`src/rtl/lcd2vga_pkg.sv`:
```
// lcd2vga_pkg: shared types and timing defaults for the LCD-to-VGA frame lock.
// Holds the lock FSM state encoding, the 640x480@60 timing defaults and the
// helper that sums a timing group into its total period.
package lcd2vga_pkg;

   typedef enum logic [1:0] {
      ST_SEARCH  = 2'd0,
      ST_ACQUIRE = 2'd1,
      ST_LOCKED  = 2'd2,
      ST_HOLD    = 2'd3
   } lock_state_t;

   localparam int DEF_H_ACTIVE = 640;
   localparam int DEF_H_FP     = 16;
   localparam int DEF_H_SYNC   = 96;
   localparam int DEF_H_BP     = 48;

   localparam int DEF_V_ACTIVE = 480;
   localparam int DEF_V_FP     = 10;
   localparam int DEF_V_SYNC   = 2;
   localparam int DEF_V_BP     = 33;

   // Total period of one timing axis (clocks per line or lines per frame).
   function automatic int timing_total(input int active, input int fp,
                                       input int sync, input int bp);
      return active + fp + sync + bp;
   endfunction

endpackage

```
`src/rtl/lcd2vga_sync_detect.sv`:
```
// lcd2vga_sync_detect: finds LCD frame starts.
// A frame start is a rising edge of the LCD line sync that follows a quiet
// stretch longer than GAP_MIN clocks. The gap counter saturates so that a
// vanished source never wraps into a false short gap, and it comes out of
// reset saturated so the very first rise counts as a frame start.
module lcd2vga_sync_detect #(
   parameter int GAP_MIN = 1000
) (
   input  logic clk,
   input  logic rst_n,
   input  logic sync,
   output logic fs
);

   localparam int GW = $clog2(GAP_MIN + 2);
   localparam logic [GW-1:0] GAP_THR = GW'(GAP_MIN);

   logic          sync_q;
   logic [GW-1:0] gap;
   logic          rise;

   // Saturating increment: holds at all-ones once reached.
   function automatic logic [GW-1:0] sat_inc(input logic [GW-1:0] v);
      return (v == '1) ? v : v + 1'b1;
   endfunction

   assign rise = sync & ~sync_q;
   // Qualification uses the gap value from before this rise clears it.
   assign fs   = rise & (gap > GAP_THR);

   // Previous sync level for edge detection.
   always_ff @(posedge clk or negedge rst_n) begin
      if (!rst_n) sync_q <= 1'b0;
      else        sync_q <= sync;
   end

   // Clocks since the last rise, saturating.
   always_ff @(posedge clk or negedge rst_n) begin
      if (!rst_n)    gap <= '1;
      else if (rise) gap <= '0;
      else           gap <= sat_inc(gap);
   end

endmodule

```
`src/rtl/lcd2vga_frame_lock.sv`:
```
// lcd2vga_frame_lock: frame-locked VGA timing generator for the LCD tap.
// Local H/V counters are realigned to LCD frame starts while acquiring, then
// free-run once locked; lock is kept through isolated misaligned frames.
// Optional build macro LCD2VGA_WDOG_EN adds a watchdog that treats a silent
// LCD (no frame start for WDOG_CLKS clocks) as a misaligned frame start.
module lcd2vga_frame_lock
   import lcd2vga_pkg::*;
#(
   parameter int CBITS       = 1,
   parameter int H_ACTIVE    = DEF_H_ACTIVE,
   parameter int H_FP        = DEF_H_FP,
   parameter int H_SYNC      = DEF_H_SYNC,
   parameter int H_BP        = DEF_H_BP,
   parameter int V_ACTIVE    = DEF_V_ACTIVE,
   parameter int V_FP        = DEF_V_FP,
   parameter int V_SYNC      = DEF_V_SYNC,
   parameter int V_BP        = DEF_V_BP,
   parameter int GAP_MIN     = 1000,
   parameter int LOCK_FRAMES = 4,
   parameter int MISS_MAX    = 2
`ifdef LCD2VGA_WDOG_EN
   ,
   parameter int WDOG_CLKS   = 840000
`endif
) (
   input  logic             iw_clk,
   input  logic             iw_rst_n,
   input  logic             iw_sync,
   input  logic [CBITS-1:0] iw_r,
   input  logic [CBITS-1:0] iw_g,
   input  logic [CBITS-1:0] iw_b,
   output logic [CBITS-1:0] ow_r,
   output logic [CBITS-1:0] ow_g,
   output logic [CBITS-1:0] ow_b,
   output logic             ow_hsync,
   output logic             ow_vsync,
   output logic             ow_locked,
   output logic [1:0]       ow_state,
   output logic             ow_frame_start
);

   localparam int H_TOTAL = timing_total(H_ACTIVE, H_FP, H_SYNC, H_BP);
   localparam int V_TOTAL = timing_total(V_ACTIVE, V_FP, V_SYNC, V_BP);
   localparam int HW      = $clog2(H_TOTAL + 1);
   localparam int VW      = $clog2(V_TOTAL + 1);

   localparam logic [HW-1:0] H_LAST    = HW'(H_TOTAL - 1);
   localparam logic [HW-1:0] H_ACT_END = HW'(H_ACTIVE);
   localparam logic [HW-1:0] HS_BEG    = HW'(H_ACTIVE + H_FP);
   localparam logic [HW-1:0] HS_END    = HW'(H_ACTIVE + H_FP + H_SYNC);

   localparam logic [VW-1:0] V_LAST    = VW'(V_TOTAL - 1);
   localparam logic [VW-1:0] V_ACT_END = VW'(V_ACTIVE);
   localparam logic [VW-1:0] VS_BEG    = VW'(V_ACTIVE + V_FP);
   localparam logic [VW-1:0] VS_END    = VW'(V_ACTIVE + V_FP + V_SYNC);

   localparam int HIT_W  = $clog2(LOCK_FRAMES + 1);
   localparam int MISS_W = $clog2(MISS_MAX + 1);

   lock_state_t       state;
   logic [HIT_W-1:0]  hits;
   logic [MISS_W-1:0] misses;
   logic              locked;

   logic [HW-1:0]     hpos;
   logic [VW-1:0]     vpos;

   logic              fs;
   logic              at_end;
   logic              ev_aligned;
   logic              ev_miss;
   logic              wdog_hit;
   logic              force_zero;
   logic              pass;

   logic [CBITS-1:0]  r_p1;
   logic [CBITS-1:0]  g_p1;
   logic [CBITS-1:0]  b_p1;
   logic              hsync_p1;
   logic              vsync_p1;
   logic              frame_start_p1;

   lcd2vga_sync_detect #(
      .GAP_MIN (GAP_MIN)
   ) u_sync_detect (
      .clk   (iw_clk),
      .rst_n (iw_rst_n),
      .sync  (iw_sync),
      .fs    (fs)
   );

   // A frame start is aligned when the free-running counters would wrap to
   // (0,0) on this very clock, so forcing and wrapping give the same result.
   assign at_end     = (hpos == H_LAST) && (vpos == V_LAST);
   assign ev_aligned = fs & at_end;
   assign ev_miss    = (fs & ~at_end) | wdog_hit;

   // Counters are only pulled to zero before lock; once locked they free-run.
   assign force_zero = ((state == ST_SEARCH) && fs) ||
                       ((state == ST_ACQUIRE) && ev_miss);

   assign pass = ((state == ST_LOCKED) || (state == ST_HOLD)) &&
                 (hpos < H_ACT_END) && (vpos < V_ACT_END);

`ifdef LCD2VGA_WDOG_EN
   localparam int WW = $clog2(WDOG_CLKS + 1);
   localparam logic [WW-1:0] WDOG_LIM = WW'(WDOG_CLKS);

   logic [WW-1:0] wdog_cnt;

   // A real frame start always wins over a simultaneous timeout.
   assign wdog_hit = ~fs && (state != ST_SEARCH) && (wdog_cnt == WDOG_LIM);

   // Clocks since the last frame start; restarts after each timeout.
   always_ff @(posedge iw_clk or negedge iw_rst_n) begin
      if (!iw_rst_n)              wdog_cnt <= '0;
      else if (fs || wdog_hit)    wdog_cnt <= '0;
      else if (wdog_cnt != WDOG_LIM) wdog_cnt <= wdog_cnt + 1'b1;
   end
`else
   assign wdog_hit = 1'b0;
`endif

   // Horizontal/vertical raster counters with frame-start realignment.
   always_ff @(posedge iw_clk or negedge iw_rst_n) begin
      if (!iw_rst_n) begin
         hpos <= '0;
         vpos <= '0;
      end else if (force_zero || (hpos == H_LAST)) begin
         hpos <= '0;
         if (force_zero || (vpos == V_LAST)) vpos <= '0;
         else                                vpos <= vpos + 1'b1;
      end else begin
         hpos <= hpos + 1'b1;
      end
   end

   // Lock qualification FSM with registered lock flag.
   always_ff @(posedge iw_clk or negedge iw_rst_n) begin
      if (!iw_rst_n) begin
         state  <= ST_SEARCH;
         hits   <= '0;
         misses <= '0;
         locked <= 1'b0;
      end else begin
         case (state)
            ST_SEARCH: begin
               if (fs) begin
                  hits   <= '0;
                  misses <= '0;
                  state  <= ST_ACQUIRE;
               end
            end
            ST_ACQUIRE: begin
               if (ev_aligned) begin
                  hits <= hits + 1'b1;
                  if (int'(hits) + 1 >= LOCK_FRAMES - 1) begin
                     state  <= ST_LOCKED;
                     locked <= 1'b1;
                     misses <= '0;
                  end
               end else if (ev_miss) begin
                  hits <= '0;
               end
            end
            ST_LOCKED: begin
               if (ev_aligned) begin
                  misses <= '0;
               end else if (ev_miss) begin
                  misses <= MISS_W'(1);
                  state  <= ST_HOLD;
               end
            end
            ST_HOLD: begin
               if (ev_aligned) begin
                  misses <= '0;
                  state  <= ST_LOCKED;
               end else if (ev_miss) begin
                  if (int'(misses) + 1 >= MISS_MAX) begin
                     misses <= '0;
                     hits   <= '0;
                     locked <= 1'b0;
                     state  <= ST_SEARCH;
                  end else begin
                     misses <= misses + 1'b1;
                  end
               end
            end
         endcase
      end
   end

   // Output stage: gated colour and syncs from the same counter sample.
   always_ff @(posedge iw_clk or negedge iw_rst_n) begin
      if (!iw_rst_n) begin
         r_p1           <= '0;
         g_p1           <= '0;
         b_p1           <= '0;
         hsync_p1       <= 1'b1;
         vsync_p1       <= 1'b1;
         frame_start_p1 <= 1'b0;
      end else begin
         r_p1           <= pass ? iw_r : '0;
         g_p1           <= pass ? iw_g : '0;
         b_p1           <= pass ? iw_b : '0;
         hsync_p1       <= ~((hpos >= HS_BEG) && (hpos < HS_END));
         vsync_p1       <= ~((vpos >= VS_BEG) && (vpos < VS_END));
         frame_start_p1 <= fs;
      end
   end

   assign ow_r           = r_p1;
   assign ow_g           = g_p1;
   assign ow_b           = b_p1;
   assign ow_hsync       = hsync_p1;
   assign ow_vsync       = vsync_p1;
   assign ow_locked      = locked;
   assign ow_state       = state;
   assign ow_frame_start = frame_start_p1;

endmodule

```
`config.mk`:
```
export PLATFORM = sky130hd
export DESIGN_NAME = lcd2vga_frame_lock
export DESIGN_NICKNAME = d
export VERILOG_FILES = /design/src/rtl/lcd2vga_pkg.sv /design/src/rtl/lcd2vga_sync_detect.sv /design/src/rtl/lcd2vga_frame_lock.sv
export SDC_FILE = /design/constraint.sdc
export NUM_CORES = 1
export LEC_CHECK = 0
export BUFFER_PORTS_ARGS = -buffer_cell sky130_fd_sc_hd__buf_2
export CORE_MARGIN = 2
export CORE_UTILIZATION = 46
export CTS_BUF_LIST = sky130_fd_sc_hd__clkbuf_16
export CTS_CLUSTER_DIAMETER = 30
export DETAILED_ROUTE_END_ITERATION = 16
export GPL_ROUTABILITY_DRIVEN = 0
export PLACE_DENSITY = 0.67
export SETUP_SLACK_MARGIN = 0.4
export SYNTH_ARGS = -nofsm -noshare
export SYNTH_HDL_FRONTEND = slang
export SYNTH_SLANG_ARGS = --single-unit
```
`constraint.sdc`:
```
create_clock -name iw_clk -period 2.2 [get_ports iw_clk]
set_clock_uncertainty 0.1 [all_clocks]
set_input_delay 0.11 -clock iw_clk [delete_from_list [all_inputs] [get_ports iw_clk]]
set_output_delay 0.11 -clock iw_clk [all_outputs]
set_load 0.02 [all_outputs]
```
==> flow_summary.json <==
{
  "status": "completed",
  "critPathMaxFanout": 3,
  "setup_viol": 0,
  "die_x_um": 74.65,
  "synth_sequential_area_ratio": 0.4970,
  "cts_tree": "done",
  "grt_remaining_overflow": 0,
  "sw_frac_of_total": 0.2633,
  "viasPerCell": 5.325,
  "power_frac_comb": 0.178,
  "ios": 15,
  "syn_inst": 234,
  "setup_tns_ns": 0,
  "drtIter0Drc": 91,
  "final_cell_mix": "33 x dfrtp_1, 32 x nor2_1, 26 x buf_4, 15 x inv_1, 14 x buf_2",
  "portBuffers": 14,
  "mostFrequentLayoutCell": "dfrtp_1",
  "whs_ns": 0.2322,
  "grt_pass1_wl_um": 8618,
  "placed_area_mm2": 0.002608,
  "clock_latency_ns": 0.29,
  "clockRootBuffer": "clkbuf_16",
  "synth_edf_count": 0,
  "worst_ep_arrival_time_ns": 2.24,
  "leakagePower_nw": 1.395,
  "die_area_mm2": 0.005573,
  "ys.flop_type": "dfrtp_1",
  "final.fill_count": 375,
  "start_kind": "register",
  "p_per_area_mw_per_mm2": 670.1,
  "worst-r2r-setup-slack_ns": 0.03,
  "fmax_mhz": 461.9,
  "synth_area_leader_cell": "dfrtp_1",
  "syn-num-nets": 249,
  "grt_use_total": 0.2023,
  "cts_max_path_buffers": 2,
  "timing.slew.headroom": 0.4619,
  "cts_sinks": 45,
  "wl_met2_um": 2629,
  "design_area_mm2": 0.003090,
  "synthArstFlopShare": 1.000,
  "finalHoldViolations": 0,
  "firstDrtPassIters": 4,
  "drv_slew": 0,
  "diodes": 0,
  "critical_path_class": "reg2reg",
  "r2r-end": "ow_state[0]",
  "seqPwrFrac": 0.481,
  "grt_antenna_before_repair": 0,
  "fin_total_pwr_mw": 2.071,
  "hold_class": "in2reg",
  "p_clk_frac": 0.341,
  "finalCritPeriodShare": 0.9841,
  "cts-htree-levels": 2,
  "worstMarginPinSlew_ns": 0.8071,
  "holdPathStages": 4,
  "m1WireLength_um": 2409,
  "min_from": "iw_sync",
  "syn_area_per_cell_um2": 9.812,
  "num_rows": 25,
  "yosys.area.top_type_share": 0.3597,
  "area.growth.synth_to_final_pct": 34.60,
  "min_period_ns": 2.165,
  "wirelength_um": 5303,
  "grt_max_degree": 37,
  "synth_cell_types": 46,
  "r2r-start": "hpos[6]",
  "clkSlewWorstSetupHoldPaths_ns": 0.06,
  "wl_per_cell_um": 14.73,
  "core_region_area_mm2": 0.004755,
  "ir_worst_vdd_mv": 0.4269,
  "antenna_left": 0,
  "rsz0062_at_grt": "yes",
  "drc": 0,
  "r2r.worst_path.cells": 6,
  "max_cap_viol_count": 0,
  "via_count": 1917,
  "synth-seq-cells": 45,
  "yosys_warnings": 0,
  "multi_input_area_mm2": 0.001259,
  "initial_utilization": 0.4829,
  "grt_pass1_vias": 1895,
  "synthTopCellsByArea": "dfrtp_1 36%, dfstp_2 14%, nor2_1 5.4%",
  "die_h_um": 74.65,
  "end_kind": "register",
  "syn-cell-area_mm2": 0.002296,
  "dpl.hpwl_um": 3328,
  "layout-drive-gt1-share": 0.3311,
  "route.met3.wl_um": 170,
  "p_int_mw": 1.526,
  "nets": 307,
  "whs_endpoint": "u_sync_detect.gap[7]",
  "routed.top_layer": "met4",
  "p_switching_mw": 0.5453,
  "cts_made_buffers": 5,
  "seqCellArea_mm2": 0.001141,
  "critPathRequiredTime_ns": 2.27
}
[state kept, by name, indices dropped and copies added (netlist names)]
register              cells
vpos                     10
ow_hsync                  1
u_sync_detect.gap        10
ow_vsync                  1
ow_b                      1
ow_locked                 1
hpos                     10
ow_frame_start            1
hits                      3
ow_r                      1
ow_g                      1
misses                    2
u_sync_detect.sync_q      1
ow_state                  2
[how the worst max path moves through the flow]
stage                  from           to
detailed placement  hpos[6]  ow_state[0]
CTS                 hpos[6]  ow_state[0]
finish              hpos[6]  ow_state[0]
global route        hpos[6]    ow_locked
floorplan           hpos[7]  ow_state[0]
global placement    hpos[6]  ow_state[0]
[through the flow]
| stage | cells | utilization | setup WS, ns |
|---|---|---|---|
| after global placement | 333 | 0.5484 | 0.04892 |
| after CTS | 352 | 0.6171 | 0.05309 |
| after floorplan | 234 | - | -0.04923 |
| after global routing | 360 | 0.6500 | -0.01832 |
| final | 360 | 0.6500 | 0.03496 |
| after detailed placement | 333 | 0.5484 | 0.02666 |
[layout make-up]
class | instances | area share
Multi-Input combinational cell | 172 | 0.4073
Sequential cell | 45 | 0.3692
Timing Repair Buffer | 54 | 0.1348
Clock buffer | 5 | 0.04049
Tap cell | 67 | 0.02713
Inverter | 14 | 0.01700
Clock inverter | 3 | 0.004049
[power groups by stage]
stage	combinational [mW]	clock [mW]	sequential (mW)
2_1_floorplan	0.152	0	1.01
5_1_grt	0.408	0.757	1.01
3_5_place_dp	0.288	0	1.01
3_3_place_gp	0.285	0	1.00
6_report	0.369	0.706	0.996
4_1_cts	0.327	0.724	0.992
[synthesized netlist by cell type (2+ instances only)]
cell      instances
nor2b_1           4
o21ai_1           3
o21ai_0           2
xnor2_1           8
nor2_1           33
nand2b_1          3
clkbuf_1          2
nand4_1           9
inv_1            14
dfrtp_1          33
ha_1              9
and2_1            3
mux2i_1           3
a22oi_1           2
or4_1             3
dfstp_2          12
buf_2             2
and3_1            8
nand2_1          16
xor2_1            9
nand3_1          13
or3_1             4
a21oi_1           5
nor4_1            2
nor3_1           11
[logic make-up after synthesis]
logic type	Yosys count	synth area share
multiplexers	4	0.01962
flip-flops	45	0.4970
AND/OR/NAND/NOR	116	0.2605
adder cells (fa/ha/maj)	9	0.04905
AO/OA/AOI/OAI	25	0.07848
buffers and inverters	18	0.03052
XOR/XNOR	17	0.06485
[metal layers]
layer  vias up  track usage
met2        40       0.3294
met4         0      0.07738
met1       932       0.2703
met3         9      0.03614
li1        936            -
met5         -            0
[critical path: stages (launching register included)]
cell and delay, ns:
dfrtp_1 0.37, or4b_4 0.54, or3_4 0.43, buf_6 0.13
nor2_4 0.13, a22oi_2 0.08, mux2_4 0.26
[timing repair]
action / CTS / global route
setup endpoints to repair: 28 / 33
pin swaps: 10 / 20
hold buffers: 5 / 0
buffers inserted: 5 / 8
gates cloned: 1 / 0
hold endpoints to repair: 26 / 0
resized for setup: 19 / 21
Note: power is estimated with default switching activity, not from simulation.
